[src/rtl/pal_pkg.sv]
// Shared PAL definitions: loader state encoding and configuration bitstream geometry.
package pal_pkg;

   typedef enum logic [2:0] {
      StIdle,
      StWaitByte,
      StShift,
      StWaitChk,
      StDone,
      StErr
   } state_e;

   // Chain length: two AND-plane bits per input per product term, one OR-plane bit per term/output.
   function automatic int unsigned bitstream_len(input int unsigned num_inputs,
                                                 input int unsigned num_outputs,
                                                 input int unsigned num_interm_stages);
      return 2 * num_inputs * num_interm_stages + num_interm_stages * num_outputs;
   endfunction

endpackage

[src/rtl/pal_cfg_loader_if.sv]
// Byte-stream valid/ready channel feeding the PAL configuration loader.
interface pal_cfg_loader_if;
   logic [7:0] byte_in;
   logic       byte_valid;
   logic       byte_ready;

   modport master (output byte_in, output byte_valid, input byte_ready);
   modport slave  (input byte_in, input byte_valid, output byte_ready);
endinterface

[src/rtl/pal_cfg_shifter.sv]
// 8-bit parallel-load, right-shift register; bit 0 is the serial output.
module pal_cfg_shifter (
   input  logic       clk,
   input  logic       rst,
   input  logic       load_i,
   input  logic       shift_i,
   input  logic [7:0] data_i,
   output logic       bit_o
);

   logic [7:0] shreg_q;

   always_ff @(posedge clk) begin
      if (rst) begin
         shreg_q <= '0;
      end else if (load_i) begin
         shreg_q <= data_i;
      end else if (shift_i) begin
         shreg_q <= {1'b0, shreg_q[7:1]};
      end
   end

   assign bit_o = shreg_q[0];

endmodule

[src/rtl/pal_cfg_loader.sv]
// PAL configuration sequencer: accepts bitstream bytes, shifts them LSB-first into the
// config chain, verifies an XOR trailer and only then enables the PAL.
module pal_cfg_loader
   import pal_pkg::*;
#(
   parameter int unsigned NUM_INPUTS        = 8,
   parameter int unsigned NUM_OUTPUTS       = 8,
   parameter int unsigned NUM_INTERM_STAGES = 8
) (
   input  logic                   clk,
   input  logic                   rst,
   input  logic                   start,
   pal_cfg_loader_if.slave        byte_if,
   output logic                   cfg_data,
   output logic                   cfg_shift,
   output logic                   busy,
   output logic                   done,
   output logic                   err,
   output logic                   pal_enable
);

   localparam int unsigned BITSTREAM_LEN =
      bitstream_len(NUM_INPUTS, NUM_OUTPUTS, NUM_INTERM_STAGES);
   localparam int unsigned CNT_W = $clog2(BITSTREAM_LEN + 1);
   localparam logic [CNT_W-1:0] LAST_BIT = CNT_W'(BITSTREAM_LEN - 1);

   state_e           state_q;
   logic [CNT_W-1:0] bit_cnt_q;
   logic [7:0]       chk_q;
   logic             byte_ready_q;
   logic             cfg_shift_q;
   logic             busy_q;
   logic             done_q;
   logic             err_q;
   logic             pal_enable_q;

   logic accept;
   logic load_en;
   logic shift_en;

   assign accept   = byte_ready_q & byte_if.byte_valid;
   assign load_en  = (state_q == StWaitByte) & accept;
   assign shift_en = (state_q == StShift);

   pal_cfg_shifter u_shifter (
      .clk     (clk),
      .rst     (rst),
      .load_i  (load_en),
      .shift_i (shift_en),
      .data_i  (byte_if.byte_in),
      .bit_o   (cfg_data)
   );

   always_ff @(posedge clk) begin
      if (rst) begin
         state_q      <= StIdle;
         bit_cnt_q    <= '0;
         chk_q        <= '0;
         byte_ready_q <= 1'b0;
         cfg_shift_q  <= 1'b0;
         busy_q       <= 1'b0;
         done_q       <= 1'b0;
         err_q        <= 1'b0;
         pal_enable_q <= 1'b0;
      end else begin
         unique case (state_q)
            // start is only honoured outside a load, so a reload can never interleave
            StIdle, StDone, StErr: begin
               if (start) begin
                  state_q      <= StWaitByte;
                  byte_ready_q <= 1'b1;
                  busy_q       <= 1'b1;
                  done_q       <= 1'b0;
                  err_q        <= 1'b0;
                  pal_enable_q <= 1'b0;
                  bit_cnt_q    <= '0;
                  chk_q        <= '0;
               end
            end
            StWaitByte: begin
               if (accept) begin
                  state_q      <= StShift;
                  chk_q        <= chk_q ^ byte_if.byte_in;
                  byte_ready_q <= 1'b0;
                  cfg_shift_q  <= 1'b1;
               end
            end
            StShift: begin
               bit_cnt_q <= bit_cnt_q + 1'b1;
               // A short final byte ends on LAST_BIT before its 8th bit
               if (bit_cnt_q == LAST_BIT) begin
                  state_q      <= StWaitChk;
                  cfg_shift_q  <= 1'b0;
                  byte_ready_q <= 1'b1;
               end else if (bit_cnt_q[2:0] == 3'd7) begin
                  state_q      <= StWaitByte;
                  cfg_shift_q  <= 1'b0;
                  byte_ready_q <= 1'b1;
               end
            end
            StWaitChk: begin
               if (accept) begin
                  byte_ready_q <= 1'b0;
                  busy_q       <= 1'b0;
                  if (byte_if.byte_in == chk_q) begin
                     state_q      <= StDone;
                     done_q       <= 1'b1;
                     pal_enable_q <= 1'b1;
                  end else begin
                     state_q <= StErr;
                     err_q   <= 1'b1;
                  end
               end
            end
            default: state_q <= StIdle;
         endcase
      end
   end

   assign byte_if.byte_ready = byte_ready_q;
   assign cfg_shift          = cfg_shift_q;
   assign busy               = busy_q;
   assign done               = done_q;
   assign err                = err_q;
   assign pal_enable         = pal_enable_q;

endmodule

[src/flat_wrapper.sv]
// flat-port wrapper written by rule: the top's interface ports become plain ports
module pal_cfg_loader_flat import pal_pkg::*;
#(
   parameter int unsigned NUM_INPUTS        = 8,
   parameter int unsigned NUM_OUTPUTS       = 8,
   parameter int unsigned NUM_INTERM_STAGES = 8
)
  (clk, rst, start, cfg_data, cfg_shift, busy, done, err, pal_enable, byte_if_byte_in, byte_if_byte_valid, byte_if_byte_ready);
  pal_cfg_loader_if byte_if_i ();
  input  logic clk;
  input  logic rst;
  input  logic start;
  output logic cfg_data;
  output logic cfg_shift;
  output logic busy;
  output logic done;
  output logic err;
  output logic pal_enable;
  input wire logic [$bits(byte_if_i.byte_in)-1:0] byte_if_byte_in;
  input wire logic [$bits(byte_if_i.byte_valid)-1:0] byte_if_byte_valid;
  output wire logic [$bits(byte_if_i.byte_ready)-1:0] byte_if_byte_ready;
  assign byte_if_i.byte_in = byte_if_byte_in;
  assign byte_if_i.byte_valid = byte_if_byte_valid;
  assign byte_if_byte_ready = byte_if_i.byte_ready;
  pal_cfg_loader #(.NUM_INPUTS(NUM_INPUTS), .NUM_OUTPUTS(NUM_OUTPUTS), .NUM_INTERM_STAGES(NUM_INTERM_STAGES)) u_core (.clk(clk), .rst(rst), .start(start), .byte_if(byte_if_i), .cfg_data(cfg_data), .cfg_shift(cfg_shift), .busy(busy), .done(done), .err(err), .pal_enable(pal_enable));
endmodule
[config.mk]
export PLATFORM = sky130hd
export DESIGN_NAME = pal_cfg_loader_flat
export DESIGN_NICKNAME = d
export VERILOG_FILES = /design/src/rtl/pal_pkg.sv /design/src/rtl/pal_cfg_loader_if.sv /design/src/rtl/pal_cfg_shifter.sv /design/src/rtl/pal_cfg_loader.sv /design/src/flat_wrapper.sv
export SDC_FILE = /design/constraint.sdc
export NUM_CORES = 1
export LEC_CHECK = 0
export ABC_AREA = 1
export BUFFER_PORTS_ARGS = -buffer_cell sky130_fd_sc_hd__buf_2
export CORE_MARGIN = 2
export CORE_UTILIZATION = 55
export CTS_CLUSTER_DIAMETER = 200
export DETAILED_ROUTE_END_ITERATION = 6
export GPL_TIMING_DRIVEN = 0
export PLACE_DENSITY = 0.76
export SETUP_SLACK_MARGIN = 0.02
export SYNTH_ARGS = -nofsm -noshare
export SYNTH_HDL_FRONTEND = slang
export SYNTH_SLANG_ARGS = --single-unit
[constraint.sdc]
create_clock -name clk -period 2.2 [get_ports clk]
set_input_delay 0.11 -clock clk [delete_from_list [all_inputs] [get_ports clk]]
set_output_delay 0.11 -clock clk [all_outputs]
set_load 0.02 [all_outputs]
# Word-level counts from Yosys, hierarchy flattened
# Index checks and enable logic that the tools add are counted.
# Widths: inputs -> output; s select.
classes:
  addsub: 1
  mul: 0
  div_mod_pow: 0
  n_lt_le_gt_ge: 0
  eq_ne: 15
  shifts: 0
  n_mux: 30
  bitwise_logic: 3
  reduce_logical: 17
op_table:
  columns: ["op", "count"]
  rows:
  - ["$mux 8", 4]
  - ["$pmux 8 s2", 2]
  - ["$reduce_and 4->1", 4]
  - ["$mux 3", 5]
  - ["$mux 1", 13]
  - ["$pmux 3 s4", 1]
  - ["$reduce_bool 2->1", 5]
  - ["$eq 3x3->1 const B", 3]
  - ["$reduce_and 3->1", 3]
  - ["$add 8x1->8 const B", 1]
  - ["$eq 8x8->1", 1]
  - ["$eq 8x8->1 const B", 1]
  - ["$ne 2x1->1 const B", 4]
  - ["$pmux 1 s2", 4]
  - ["$xor 8x8->8", 1]
  - ["$eq 3x2->1 const B", 2]
  - ["$ne 2x2->1 const B", 2]
  - ["$eq 3x1->1 const B", 1]
  - ["$logic_not 3->1", 1]
  - ["$ne 3x3->1 const B", 1]
  - ["$pmux 1 s3", 1]
  - ["$reduce_bool 3->1", 1]
  - ["$reduce_or 3->1", 1]
  - ["$and 1x1->1", 2]
  - ["2 further kinds", 2]
word_totals:
  ff_bits: 32
  latchBits: 0
  mem_bits_rw: 0
  romBits: 0
  inputBits: 12
  out_inout_bits: 7
  mem_count: 0

# Logic depth before layout (Yosys ltp)
logic_depth:
  depth_word: 4
  mapped_depth: 10

# Hierarchy
# Synthesis repeated with hierarchy kept, for this count alone.
hier_totals:
  cells_unflattened: 263
  area_unflattened_um2: 1739.2
modules_own_cells:
  columns: ["mod", "instances", "cells_per_inst", "area_per_inst_um2", "seq_area_each_um2"]
  rows:
  - ["pal_cfg_loader", 1, 200, 1332.5, 480.5]
  - ["pal_cfg_shifter", 1, 63, 406.6, 160.2]

# Worst setup path after synthesis
# OpenSTA, ideal clock, no wires.
synth_timing:
  path_kind: "register to register"
  start: "register u_core.bit_cnt_q[0]"
  end: "register u_core.state_q[0]"
  setup_time_ps: 109
  t_arrival_ps: 1270
  slack_ps: 821
  path_stages_with_launch: 11
  path_buffers: 0
  period_less_slack_ps: 1379
  cell_sequence: "dfxtp_1 -> ha_1 -> nand2_1 -> nor2_1 -> nand4_1 -> nand2_1 -> nand2_1 -> nor2_1 -> nand2_1 -> nand2_1 -> nor2_1"
synth_between:
  elab_chain_len: 3
synth_rtl:
  columns: ["element", "line_no", "source"]
  rows:
  - ["start, declared", "pal_cfg_loader.sv:28", "logic [CNT_W-1:0] bit_cnt_q;"]
  - ["start signal, assigned", "pal_cfg_loader.sv:89", "bit_cnt_q <= bit_cnt_q + 1'b1;"]
  - ["$eq 8x8->1 or $eq 3x3->1 (tied branches)", "pal_cfg_loader.sv:91, pal_cfg_loader.sv:95", null]
  - ["$ne 3x3->1 (no line) or $mux 3 (tied branches)", null, null]
  - ["$reduce_and 4->1 (no line) or $pmux 3 s4 (tied branches)", null, null]
  - ["end signal, assigned", "pal_cfg_loader.sv:92", "state_q <= StWaitChk;"]
  - ["end signal, assigned", "pal_cfg_loader.sv:96", "state_q <= StWaitByte;"]
  - ["end signal, assigned", "pal_cfg_loader.sv:106", "state_q <= StDone;"]
  - ["end, declared", "pal_cfg_loader.sv:27", "state_e state_q;"]
# Several ways; a longest one is shown, not always the timed one.
# A chain may end at the register's enable or synchronous reset.

# Worst setup path after layout
layout_timing:
  start: "register u_core.bit_cnt_q[0]"
  end: "register u_core.state_q[2]"
# Same word-level chain as after synthesis.

==> results.txt <==
- Period utilisation layout: 0.753
- Post-CTS Repair Setup Buffers: 0
* WL final: 3340 µm
- Pin count of the biggest net entering global routing: 11
- Number of antenna violations at the first check in global routing: 0
* Async S/R FF share, synth: 0
- The die is 58.5 µm tall.
- The share of synthesized area in the top cell type comes to 0.393.
- Post-Route Skew: 2.20 ps
- Top post-synthesis cells by area: dfxtp_1 39%, nand2_1 22%, inv_1 6.2%
- After synthesis, the mean cell area works out to 6.50 µm².
* First-pass GRT wire length: 5810 µm
* Die extent in x: 58.5 µm
- Run status: completed
* Relative contribution of combinational cells to total power: 0.375
* Core Region: 0.00278 mm²
- Number of detailed-routing iterations run before antenna repair: 4
- The final-report hold violation count came to 0.
- In the final layout, flip-flops and latches occupy 641 µm².
- Mapped Cells: 251
- Ant. Diodes: 0
* Crit path launch type: flop
- Max rail drop VDD: 760 µV
- The synthesized netlist occupies a cell area of 0.00163 mm².
* Net total in the final layout: 289
* Buffers from clock root to sink, at most: 2
- Cell type with the largest total area after synthesis: dfxtp_1
- Synth Flop Type: dfxtp_1
- The share of total power dissipated in sequential elements is 0.430.
- The count of nets left with antenna violations once routing finished came out at 0.
* Post-cts resize count: 0
* Syn Nets: 265
- Global route total overflow: 0
* Actual transition at the worst max-transition pin: 501 ps
* IO Pins: 19
- First-iteration detailed-routing DRC count: 78
* Synthesized flop and latch total: 32
- Measured against its own limit, the worst slew margin works out to 0.666.
* Max Clock Freq: 0.604 GHz
* Class of the most critical setup path: reg -> reg
- Internal power comes to 0.947 mW.
* Total via count in the routed design: 1558
* Distinct cell type count of the synthesized netlist: 25
- CP endpoint kind: flop
* Clock sink count: 32
- Ranked by instance count, the synthesized netlist is headed by 96 x nand2_1, 32 x dfxtp_1, 27 x inv_1, 18 x a21oi_1, 18 x nor2_1.
- Routability-driven placement finished with a final weighted congestion of 0.857.
* Power dissipated by switching net loads: 0.670 mW
- P per Cell Area: 897 mW/mm²
* Type of the worst min-delay path: in -> reg
* Initial cell density of the core: 0.587
* Count of standard-cell rows: 19
- In the final layout, the share of cells above drive strength 1 is 0.153.
- After detailed routing, the average wire length per cell comes to 10.9 µm.
* Clock Power Share: 0.195
* Arrival time of data at the critical path endpoint: 1900 ps
* Net Sw Frac: 0.415
- The die covers 0.00342 mm².
- Fillers: 268
- Port buffering added 17 buffers.
- TritonCTS clock tree: done
- From synthesis to final layout, the design area changed by 10.4%.
- GRT Overall Usage: 0.223
- Via count of the first global-routing pass: 1319
- Post-route minimum period: 1660 ps
* Setup violators final: 0
- The total count of max-transition violations in the final report came to 0.
- Number of warnings issued by yosys: 0
- Required arrival time at the worst endpoint: 2450 ps
* Area of the multi-input gates: 823 µm²
* Number of flops mapped to enable cells by yosys: 0
* Worst hold-check slack: 36.3 ps
- Detail Placement HPWL: 2480 µm
* Reg clk slew, reported paths: 90 ps
- Vias per cell: 5.09
* Most common cell in the netlist: nand2_1
- Setup repair after global routing left no endpoint under its margin.
- For this run, the register share of the synthesized area comes to 0.393.
- Total Negative Setup Slacks: 0 ps
- Clock tree synthesis selected as its root buffer the cell clkbuf_4.
- At the later pin of the worst-skew pair, clock insertion delay measures 330 ps.
- H-tree depth: 2
- For this run, design rule violations remaining after detail routing come to 0.
* CTS Hold Buffers Added: 0
* Static Leakage: 0.814 nW
* Worst-path maximum fanout: 4
* Total of max-cap violations: 0
* Num CTS Buffers: 5
sequential cells by signal, summed over array words and instances (netlist names):
signal,cells
u_core.bit_cnt_q,8
u_core.chk_q,8
u_core.u_shifter.shreg_q,8
u_core.state_q,3
u_core.busy,1
u_core.byte_if.byte_ready,1
u_core.cfg_shift,1
u_core.done,1
u_core.err,1
through the flow:
step | instances | area (µm²) | power (mW) | setup WS (ps) | utilization
2_1_floorplan | 251 | 1630 | 1.16 | 821 | -
5_1_grt | 306 | 1800 | 1.73 | 350 | 0.648
3_5_place_dp | 299 | 1760 | 1.32 | 581 | 0.631
6_report | 306 | 1800 | 1.62 | 544 | 0.648
4_1_cts | 306 | 1800 | 1.63 | 567 | 0.648
3_3_place_gp | 299 | 1760 | 1.30 | 610 | 0.631
power by group through the flow:
stage	combinational, mW	clock [mW]	sequential, mW
after floorplan	0.435	0	0.726
after global placement	0.598	0	0.706
after detailed placement	0.609	0	0.707
after CTS	0.610	0.326	0.694
after global routing	0.680	0.347	0.705
final	0.606	0.315	0.696
worst max-delay path, cell delays in order (launching register included):
cell	delay, ps
dfxtp_1	400
ha_1	190
nand2_1	60
nor2_1	190
nand4_1	150
nand2_1	170
nand2_1	100
nor2_1	150
nand2_1	70
nand2_1	60
nor2_1	40
area by class of cell:
cell class | count | share of cell area
flip-flops and latches | 32 | 0.356
inverters | 35 | 0.0729
plain buffers | 6 | 0.0201
clock inverters | 1 | 0.00278
well taps | 31 | 0.0215
repair buffers | 17 | 0.0472
clock buffers | 6 | 0.0229
multi-input cells | 178 | 0.457
final timing paths:
check	start	end	slack (ps)	cells after the start
max	u_core.bit_cnt_q[0]$_SDFFE_PP0P_	u_core.state_q[2]$_SDFFE_PP0P_	540	10
min reg2reg	u_core.busy$_SDFFE_PP0P_	u_core.busy$_SDFFE_PP0P_	460	2
min	rst	u_core.u_shifter.shreg_q[0]$_SDFFE_PP0P_	40	2
max reg2reg	u_core.bit_cnt_q[0]$_SDFFE_PP0P_	u_core.state_q[2]$_SDFFE_PP0P_	540	10
layout by cell type, fill, tap and decap left out, drive strengths merged:
cell / synthesis / final
nand2: 96 / 96
inv: 34 / 34
dfxtp: 32 / 32
buf: 4 / 21
nand3: 20 / 20
nor2: 19 / 19
a21oi: 18 / 18
a31oi: 8 / 8
clkbuf: 2 / 8
o21ai: 7 / 7
nand4: 3 / 3
ha: 2 / 2
or2: 2 / 2
clkinv: 1 / 2
a22oi: 1 / 1
nor3: 1 / 1
o31ai: 1 / 1
logic make-up after synthesis:
logic type,after synthesis,share of synthesized area
compound gates,35,0.119
flops,32,0.393
fa+ha+maj,2,0.0153
buf+inv,41,0.103
simple gates,141,0.370
per-layer routing:
metal,vias to the layer above,global-route usage,share of wire
met5,-,0,0
met4,0,0.0797,0.014
met3,6,0.0681,0.053
met2,32,0.329,0.44
met1,678,0.309,0.49
li1,842,-,-
Note: power is estimated with default switching activity, not from simulation.
